==> src/rtl/fetch_unit_pkg.sv <==
// Shared constants for the instruction fetch stage: default widths, reset PC and the NOP
// presented to decode whenever no real instruction is available.
package fetch_unit_pkg;
    localparam int          ADDR_LEN_DEF = 32;
    localparam int          INSN_LEN_DEF = 32;
    localparam int          FQ_DEPTH_DEF = 4;
    localparam logic [31:0] RESET_PC_DEF = 32'h0000_0000;
    localparam logic [31:0] NOP_INSN     = 32'h0000_0013;
endpackage

==> src/rtl/fetch_queue.sv <==
// In-order {pc, insn} FIFO between fetch responses and decode; head readable combinationally, push
// visible the cycle after the write; flush empties it; push+pop on a full queue is legal.
module fetch_queue #(
    parameter int DEPTH = 4,
    parameter int AW    = 32,
    parameter int DW    = 32,
    parameter int PW    = $clog2(DEPTH),
    parameter int CW    = $clog2(DEPTH) + 1
) (
    input  logic          clk_i,
    input  logic          rst_i,
    input  logic          push_i,
    input  logic [AW-1:0] push_pc_i,
    input  logic [DW-1:0] push_insn_i,
    input  logic          pop_i,
    input  logic          flush_i,
    output logic [AW-1:0] head_pc_o,
    output logic [DW-1:0] head_insn_o,
    output logic [CW-1:0] count_o,
    output logic          empty_o
);
    logic [AW-1:0] pc_q   [DEPTH];
    logic [DW-1:0] insn_q [DEPTH];
    logic [PW-1:0] wr_ptr_q, rd_ptr_q;
    logic [CW-1:0] count_q;

    always_ff @(posedge clk_i or posedge rst_i) begin
        if (rst_i) begin
            wr_ptr_q <= '0;
            rd_ptr_q <= '0;
            count_q  <= '0;
        end else if (flush_i) begin
            wr_ptr_q <= '0;
            rd_ptr_q <= '0;
            count_q  <= '0;
        end else begin
            if (push_i) wr_ptr_q <= wr_ptr_q + PW'(1);
            if (pop_i)  rd_ptr_q <= rd_ptr_q + PW'(1);
            count_q <= count_q + CW'(push_i) - CW'(pop_i);
        end
    end

    // Storage needs no reset: entries are only observed while count_q is non-zero.
    always_ff @(posedge clk_i) begin
        if (push_i && !flush_i) begin
            pc_q[wr_ptr_q]   <= push_pc_i;
            insn_q[wr_ptr_q] <= push_insn_i;
        end
    end

    assign head_pc_o   = pc_q[rd_ptr_q];
    assign head_insn_o = insn_q[rd_ptr_q];
    assign count_o     = count_q;
    assign empty_o     = (count_q == '0);
endmodule

==> src/rtl/fetch_unit.sv <==
// Fetch stage: sequential PC generation, credit-limited imem requests, in-order response queue
// feeding decode (resp->decode one cycle); stall_IF holds the head, redirect flushes and restarts.
module fetch_unit
    import fetch_unit_pkg::*;
#(
    parameter int                ADDR_LEN = ADDR_LEN_DEF,
    parameter int                INSN_LEN = INSN_LEN_DEF,
    parameter logic [ADDR_LEN-1:0] RESET_PC = ADDR_LEN'(RESET_PC_DEF),
    parameter int                FQ_DEPTH = FQ_DEPTH_DEF
) (
    input  logic                clk_i,
    input  logic                reset_i,
    input  logic                stall_IF,
    input  logic                redirect_i,
    input  logic [ADDR_LEN-1:0] redirect_pc_i,
    output logic                imem_req_valid_o,
    output logic [ADDR_LEN-1:0] imem_req_addr_o,
    input  logic                imem_req_ready_i,
    input  logic                imem_resp_valid_i,
    input  logic [INSN_LEN-1:0] imem_resp_data_i,
    output logic [INSN_LEN-1:0] inst1_o,
    output logic [ADDR_LEN-1:0] pc1_o,
    output logic                valid1_o
);
    localparam int CW = $clog2(FQ_DEPTH) + 1;

    logic [ADDR_LEN-1:0] fetch_pc_q, fetch_pc_d, resp_pc_q, resp_pc_d, redir_pc, fq_pc;
    logic [INSN_LEN-1:0] fq_insn;
    logic [CW-1:0]       out_q, out_d, drop_q, drop_d, fq_count;
    logic [CW:0]         occ;
    logic                fq_empty, fq_push, fq_pop, req_fire;

    assign redir_pc         = {redirect_pc_i[ADDR_LEN-1:2], 2'b00};
    assign occ              = {1'b0, fq_count} + {1'b0, out_q};
    assign imem_req_valid_o = ~reset_i & ~redirect_i & (occ < (CW+1)'(FQ_DEPTH));
    assign imem_req_addr_o  = fetch_pc_q;
    assign req_fire         = imem_req_valid_o & imem_req_ready_i;
    assign fq_push          = imem_resp_valid_i & ~redirect_i & (drop_q == '0);
    assign valid1_o         = ~fq_empty;
    assign fq_pop           = valid1_o & ~stall_IF & ~redirect_i;
    assign inst1_o          = valid1_o ? fq_insn : INSN_LEN'(NOP_INSN);
    assign pc1_o            = valid1_o ? fq_pc : '0;

    always_comb begin
        fetch_pc_d = fetch_pc_q;
        resp_pc_d  = resp_pc_q;
        drop_d     = drop_q;
        out_d      = out_q + CW'(req_fire) - CW'(imem_resp_valid_i);
        if (redirect_i) begin
            fetch_pc_d = redir_pc;
            resp_pc_d  = redir_pc;
            // Every request still in flight after this cycle belongs to the abandoned path.
            drop_d     = out_q - CW'(imem_resp_valid_i);
        end else begin
            if (req_fire)                            fetch_pc_d = fetch_pc_q + ADDR_LEN'(4);
            if (fq_push)                             resp_pc_d  = resp_pc_q + ADDR_LEN'(4);
            if (imem_resp_valid_i && drop_q != '0)   drop_d     = drop_q - CW'(1);
        end
    end

    always_ff @(posedge clk_i or posedge reset_i) begin
        if (reset_i) begin
            fetch_pc_q <= RESET_PC;
            resp_pc_q  <= RESET_PC;
            out_q      <= '0;
            drop_q     <= '0;
        end else begin
            fetch_pc_q <= fetch_pc_d;
            resp_pc_q  <= resp_pc_d;
            out_q      <= out_d;
            drop_q     <= drop_d;
        end
    end

    fetch_queue #(.DEPTH(FQ_DEPTH), .AW(ADDR_LEN), .DW(INSN_LEN)) u_fq (
        .clk_i       (clk_i),
        .rst_i       (reset_i),
        .push_i      (fq_push),
        .push_pc_i   (resp_pc_q),
        .push_insn_i (imem_resp_data_i),
        .pop_i       (fq_pop),
        .flush_i     (redirect_i),
        .head_pc_o   (fq_pc),
        .head_insn_o (fq_insn),
        .count_o     (fq_count),
        .empty_o     (fq_empty)
    );

    a_credit: assert property (@(posedge clk_i) disable iff (reset_i) occ <= (CW+1)'(FQ_DEPTH));
    a_drop:   assert property (@(posedge clk_i) disable iff (reset_i) drop_q <= out_q);
    a_resp:   assert property (@(posedge clk_i) disable iff (reset_i) imem_resp_valid_i |-> out_q != '0);
endmodule

==> config.mk <==
export PLATFORM = sky130hd
export DESIGN_NAME = fetch_unit
export DESIGN_NICKNAME = d
export VERILOG_FILES = /design/src/rtl/fetch_unit_pkg.sv /design/src/rtl/fetch_queue.sv /design/src/rtl/fetch_unit.sv
export SDC_FILE = /design/constraint.sdc
export NUM_CORES = 1
export LEC_CHECK = 0
export CAP_MARGIN = 10
export CORE_ASPECT_RATIO = 1.5
export CORE_MARGIN = 2
export CORE_UTILIZATION = 40
export DETAILED_ROUTE_END_ITERATION = 8
export PLACE_DENSITY = 0.63
export SLEW_MARGIN = 30
export SYNTH_ARGS = -nofsm -noshare
export SYNTH_HDL_FRONTEND = slang
export SYNTH_SLANG_ARGS = --single-unit
export TNS_END_PERCENT = 50
==> constraint.sdc <==
create_clock -name clk_i -period 3.3 [get_ports clk_i]
set_clock_uncertainty 0.1 [all_clocks]
set_input_delay 0.825 -clock clk_i [delete_from_list [all_inputs] [get_ports clk_i]]
set_output_delay 0.825 -clock clk_i [all_outputs]
set_load 0.005 [all_outputs]
==> results of run 1 <==
-- timing repair --
item                       CTS  global route
gates cloned                 0             0
setup endpoints to repair   59            35
gates resized for setup     44            15
setup buffers                8             2
-- sequential cells by signal (all words and copies together) (netlist names) --
register,cells
drop_q,3
imem_req_addr_o,30
out_q,3
resp_pc_q,30
u_fq.count_o,3
u_fq.insn_q,128
u_fq.pc_q,120
u_fq.rd_ptr_q,2
u_fq.wr_ptr_q,2
-- cells by family after synthesis --
kind of cell,synth area share
compound gates,0.0280
xor+xnor,0.0348
fa+ha+maj,0.0177
buf+inv,0.0196
flops,0.682
mux,0.117
other cells,0.000276
simple gates,0.0999
-- placed cells by master, fill, tap and decap left out, types with 18 or more instances in the layout --
| master | count |
|---|---|
| dfrtp_1 | 71 |
| clkbuf_16 | 31 |
| mux4_2 | 62 |
| inv_1 | 18 |
| nand4_1 | 26 |
| nand3_1 | 22 |
| o21ai_0 | 19 |
| nor2b_1 | 60 |
| buf_4 | 24 |
| nor2_1 | 30 |
| dlygate4sd2_1 | 30 |
| xnor2_1 | 23 |
| xor2_1 | 31 |
| clkdlybuf4s50_1 | 121 |
| edfxtp_1 | 248 |
| buf_12 | 19 |
| nand2_1 | 43 |
-- power groups by stage --
stage | combinational [mW] | sequential (mW) | clock, mW
5_1_grt | 3.24 | 4.90 | 3.91
3_3_place_gp | 3.02 | 4.96 | 0
6_report | 2.94 | 4.87 | 3.67
2_1_floorplan | 1.62 | 4.86 | 0
4_1_cts | 3.02 | 4.87 | 3.77
3_5_place_dp | 3.04 | 4.97 | 0
-- metal layers --
layer,share of wire,up-vias
li1,-,3538
met1,0.41,3908
met2,0.53,207
met3,0.045,35
met4,0.022,0
met5,0,-
-- metrics by stage --
stage	hold WS (ns)	worst slack (ns)	setup TNS, ns	power [mW]	std cells
final	0.460	-0.0705	-0.509	11.5	1474
after CTS	0.468	-0.192	-3.30	11.7	1472
after global placement	0.428	0.116	0	7.98	1410
after global routing	0.489	-0.158	-4.45	12.1	1474
after floorplan	0.394	0.270	0	6.48	832
after detailed placement	0.447	0.104	0	8.00	1410
-- worst max-delay path, cell delays in order (launching register included) --
cell and delay, ns:
dfrtp_4 0.52, buf_6 0.17, mux4_2 0.48, or2_2 0.28, clkdlybuf4s50_1 0.44
-- worst paths after layout --
| kind | from | end | slack, ns | cells after the start |
|---|---|---|---|---|
| worst max-delay path | u_fq.rd_ptr_q[0] | inst1_o[0] | -0.07 | 4 |
| worst min-delay path | out_q[0] | out_q[0] | 0.46 | 1 |
| worst max register to register | out_q[2] | out_q[2] | 0.76 | 9 |
| worst min register to register | out_q[0] | out_q[0] | 0.46 | 1 |
| max in group asynchronous | reset_i | resp_pc_q[17] | 1.88 | 3 |
| min in group asynchronous | reset_i | u_fq.count_o[2] | 0.57 | 2 |
-- cell type report --
type                            count  share of cell area
Multi-Input combinational cell    450               0.237
Sequential cell                   321               0.541
Timing Repair Buffer              209               0.126
Clock inverter                     21              0.0156
Clock buffer                       33              0.0456
Tap cell                          420              0.0306
Inverter                           20             0.00437
==> metrics.md, run 1 <==
| Metric | Value |
|---|---|
| Status | complete, but fails checks |
| Failing checks | setup timing |
| Number of nets with antenna violations after routing | 0 |
| Top cell type's share of synthesized area | 0.548 |
| Final Hold Viols | 0 |
| Peak supply drop | 364 uV |
| Fmax | 0.297 GHz |
| Cell Rows | 82 |
| Clock group share of total power | 0.320 |
| Die ar. | 35500 um^2 |
| First-pass GRT wire length | 45.0 mm |
| Unrepaired setup endpoints after global routing | true |
| Net switching power | 3.00 mW |
| Leak pwr | 6.07 nW |
| Largest net degree at the start of global routing | 66 |
| Initial DRT Pass Iterations | 5 |
| Routed WL | 29.0 mm |
| Post-synth EDFFs | 248 |
| Max Cap Viol | 0 |
| Synth warn | 0 |
| # IOs | 168 |
| Seq cells post-synth | 321 |
| Worst-margin pin slew | 0.582 ns |
| Crit path max fanout | 7 |
| Clock sinks | 321 |
| Sw Share | 0.261 |
| Gate Count Post-Synth | 829 |
| Area contributors post-synth | edfxtp_1, dfrtp_1, mux4_2 |
| WS Path Type | register to output port |
| Ys async rst share | 0.227 |
| DPL Wire Length | 18.8 mm |
| Power Dens Cells | 669 nW/um^2 |
| Dpl cell area | 16100 um^2 |
| CTS Buffer Depth | 3 |
| Nets | 1120 |
| Layout cell share with drive strength beyond 1 | 0.197 |
| Synth top cells by count | edfxtp_1, dfrtp_1, mux4_2 |
| Final Cycle Share | 1.02 |
| Initial antenna violation count | 0 |
| CTS tree | done |
| Critical Path RT | 2.37 ns |
| Worst-path clk slew | 0.07 ns |
| H-tree depth | 1 |
| Die Y | 230 um |
| Fin. max-slew vios | 0 |
| Clock Root Buffer | clkbuf_16 |
| Chip width | 155 um |
| Congestion Overflow GR | 0 |
| Vias | 7688 |
| Initial Utilization | 0.406 |
| Main synth FF type | edfxtp_1 |
| Vias/cell | 5.22 |
| GR peak layer | met2 |
| Count of cell types in the netlist | 51 |
| Iter 0 DRT Violations | 343 |
| GR Layer Usage met3 | 0.0243 |
| Syn Std Cell Area | 13600 um^2 |
| Min-Delay Path Class | register to register |
| Comb power frac | 0.256 |
| CTS Buf Count | 30 |
| Fin util | 0.513 |
| Fillers | 2860 |
| GRT Overall Usage | 0.163 |
| Clk Latency, worst-skew pair | 0.56 ns |
| Seq/Total Area, Yosys | 0.682 |
| Gpl congestion | 0.818 |
| Arrival @ worst endpoint | 2.45 ns |
| Post-route cell area | 17200 um^2 |
| Crit. End Element | output port |
| Cts hold-fix bufs | 0 |
| Count leader, synth | edfxtp_1 |
| CP startpoint kind | register |
| Total internal power | 8.49 mW |
| Sequential cell area | 9280 um^2 |
| Final WS setup | -0.0705 ns |
| Average size of a mapped cell | 16.4 um^2 |
| Routed len/inst | 19.7 um |
| Slew headroom | 0.611 |
| Area delta synth->final | 26.3% |
| GR Util met1 | 0.202 |
| GR Layer Usage met2 | 0.297 |
| Sequential share of power | 0.424 |
| Min cycle time layout | 3.37 ns |
| Vias in the first global route | 8014 |
| Core box area | 33400 um^2 |
| Synth area leader | edfxtp_1 |
| IO Port Bufs | 161 |
| Multi-input logic area | 4070 um^2 |
| DRC viols | 0 |
| Final setup viols | 24 |
| Diodes inserted | 0 |
No activity file was read; power rests on OpenSTA's default activity.
==> inputs of run 2 (changes only) <==
CTS_CLUSTER_DIAMETER = 200   (was unset)
==> results of run 2 <==
Final layout, timing and power as in run 1 (identical DEF).
==> inputs of run 3 (changes only) <==
CAP_MARGIN = 25   (was 10)
SYNTH_HIERARCHICAL = 1   (was unset)
==> run 3 against run 2 <==
Effect of this change:
- the flow still finishes with violations (setup timing)
- setup slack improved by 0.050 ns
- maximum frequency increased by 1.5%
- sequential cell count increased by 8
- first-iteration DRC count increased by 24%
- largest cell class unchanged
- non-clock buffer count increased by 4
- design area increased by 1.7%
- wire length increased by 1.4%
- clock power decreased by 5.7%
==> metrics.md, run 3 <==
| Metric | Value |
|---|---|
| Routed WL | 29.4 mm |
| Synth top cells by count | edfxtp_1, dfrtp_1, mux4_2 |
| Average size of a mapped cell | 16.2 um^2 |
| Multi-input logic area | 4130 um^2 |
| Area delta synth->final | 25.5% |
| Critical R2R Launch | out_q[2] |
| CTS Buffer Depth | 3 |
| CP endpoint | pc1_o[9] |
| Status | complete, but fails checks |
| # IOs | 168 |
| Layout cell share with drive strength beyond 1 | 0.198 |
| Fin. max-slew vios | 0 |
| Synth area leader | edfxtp_1 |
| Commonest non-fill, non-tap cells in the layout | edfxtp_1, clkdlybuf4s50_1, dfrtp_1, mux4_2, nor2b_1 |
| Clock Root Buffer | clkbuf_16 |
| Core box area | 34300 um^2 |
| H-tree depth | 1 |
| Count of cell types in the netlist | 50 |
| Fmax | 0.301 GHz |
| Syn Std Cell Area | 13900 um^2 |
| CP startpoint | u_fq/rd_ptr_q[0] |
| GRT Overall Usage | 0.163 |
| Routed len/inst | 19.3 um |
| Clock sinks | 329 |
| Gpl congestion | 0.854 |
| Flop2flop setup slack | 0.64 ns |
| Final WS setup | -0.0201 ns |
| Post-synth EDFFs | 256 |
| Hold slack | 0.465 ns |
| Slew headroom | 0.485 |
| Initial DRT Pass Iterations | 5 |
| Die Y | 232 um |
| Nets | 1162 |
| Most common cell after layout, fill and taps aside | edfxtp_1 |
| Reg2Reg Depth | 10 |
| Final Cycle Share | 1.01 |
| Worst-margin pin slew | 0.771 ns |
| Critical Path RT | 2.37 ns |
| Final Hold Viols | 0 |
| Min-Delay Path Class | register to register |
| Initial antenna violation count | 0 |
| DPL Wire Length | 18.7 mm |
| CTS tree | done |
| Congestion Overflow GR | 0 |
| Number of nets with antenna violations after routing | 0 |
| Gate Count Post-Synth | 861 |
| Vias | 8045 |
| Crit path max fanout | 9 |
| Failing checks | setup timing |
| FF-to-FF End | out_q[2] |
| Leak pwr | 6.09 nW |
| Chip width | 156 um |
| CTS Buf Count | 31 |
| Biggest regs | u_fq/insn_q (128), u_fq/pc_q (128) |
| Cts hold-fix bufs | 0 |
| IO Port Bufs | 163 |
| Vias in the first global route | 8449 |
| Count leader, synth | edfxtp_1 |
| DRC viols | 0 |
| Main synth FF type | edfxtp_1 |
| Max Cap Viol | 0 |
| Peak supply drop | 348 uV |
| Seq/Total Area, Yosys | 0.684 |
| Cell Rows | 83 |
| Synth warn | 6 |
| First-pass GRT wire length | 45.7 mm |
| Final setup viols | 2 |
| Min cycle time layout | 3.32 ns |
| Top cell type's share of synthesized area | 0.553 |
| Vias/cell | 5.28 |
| Initial Utilization | 0.406 |
| Crit. End Element | output port |
| Ys async rst share | 0.222 |
| Fillers | 2907 |
| Clk Latency, worst-skew pair | 0.57 ns |
| Seq cells post-synth | 329 |
| Power Dens Cells | 617 nW/um^2 |
| Unrepaired setup endpoints after global routing | true |
| Die ar. | 36300 um^2 |
| Arrival @ worst endpoint | 2.40 ns |
| Area contributors post-synth | edfxtp_1, dfrtp_1, mux4_2 |
| Diodes inserted | 0 |
| Iter 0 DRT Violations | 424 |
| WS Path Type | register to output port |
| Sequential cell area | 9520 um^2 |
| CP startpoint kind | register |
| Worst-path clk slew | 0.06 ns |
| Post-Route Setup TNS | -0.0222 ns |
| Largest net degree at the start of global routing | 67 |
[run 3: cell types whose count changed after synthesis, sizes merged, moves of 10 or more]
cell / before / now
xnor2: 23 / 11
o211ai: 6 / 18
nand3: 22 / 37
mux2: 16 / 6
a21boi: 12 / 1
o21ai: 20 / 43
[run 3: per-stage QoR]
stage,utilization,std cells,power (mW),setup WS (ns),area (um^2)
after floorplan,-,870,6.18,0.252,14000
after global placement,0.475,1447,7.43,0.0540,16300
after detailed placement,0.476,1447,7.48,0.128,16300
after CTS,0.511,1522,11.0,-0.102,17500
after global routing,0.509,1523,11.3,-0.0900,17500
final,0.509,1523,10.8,-0.0201,17500
[run 3: logic make-up (layout without fill, tap and decap cells)]
family,after synthesis,count (layout),share of synthesized area
xor gates and xnor gates,39,39,0.0255
and+or+nand+nor,255,255,0.102
other,1,10,0.000270
adders and majority gates,18,18,0.0173
muxes,73,73,0.111
DFF,329,329,0.684
buffers and inverters,63,291,0.0242
AOI/OAI and AO/OA,83,83,0.0362
[run 3: timing repair]
item | in CTS | in global routing
endpoints found under the setup margin | 57 | 20
setup buffers | 16 | 2
resized for setup | 128 | 34
cloned | 2 | 0
[run 3: final cells by class]
| class | count | share of cell area |
|---|---|---|
| Tap cell | 425 | 0.0305 |
| Sequential cell | 329 | 0.545 |
| Inverter | 21 | 0.00452 |
| Timing Repair Buffer | 213 | 0.126 |
| Multi-Input combinational cell | 478 | 0.237 |
| Clock inverter | 19 | 0.00925 |
| Clock buffer | 38 | 0.0477 |
[run 3: critical path, cell delays in order (launching register included)]
cell and delay [ns]:
dfrtp_4 0.53, buf_8 0.14, buf_4 0.13, buf_12 0.14, mux4_2 0.47, nor2b_1 0.15
dlygate4sd2_1 0.26
[run 3: how the worst min path moves through the flow]
stage / endpoint / startpoint / cells past startpoint
2_1_floorplan: u_fq/pc_q[0][31] / resp_pc_q[31] / 0
3_3_place_gp: imem_req_addr_o[14] / imem_req_addr_o[14] / 1
3_5_place_dp: out_q[0] / out_q[0] / 1
4_1_cts: out_q[0] / out_q[0] / 1
5_1_grt: out_q[0] / out_q[0] / 1
6_report: out_q[0] / out_q[0] / 1
[run 3: layer usage]
metal  global-route usage  routed length (um)  vias to the layer above
li1                     -                   -                     3710
met1                0.189               11300                     4070
met2                0.309               16100                      215
met3               0.0244                1350                       50
met4               0.0490                 689                        0
met5                    0                   0                        -
[run 3: report_power, final]
| group | leakage, nW | switching, mW | internal (mW) |
|---|---|---|---|
| Combinational | 2.42 | 1.10 | 1.31 |
| Sequential | 3.20 | 0.227 | 4.69 |
| Clock | 0.472 | 1.51 | 1.95 |
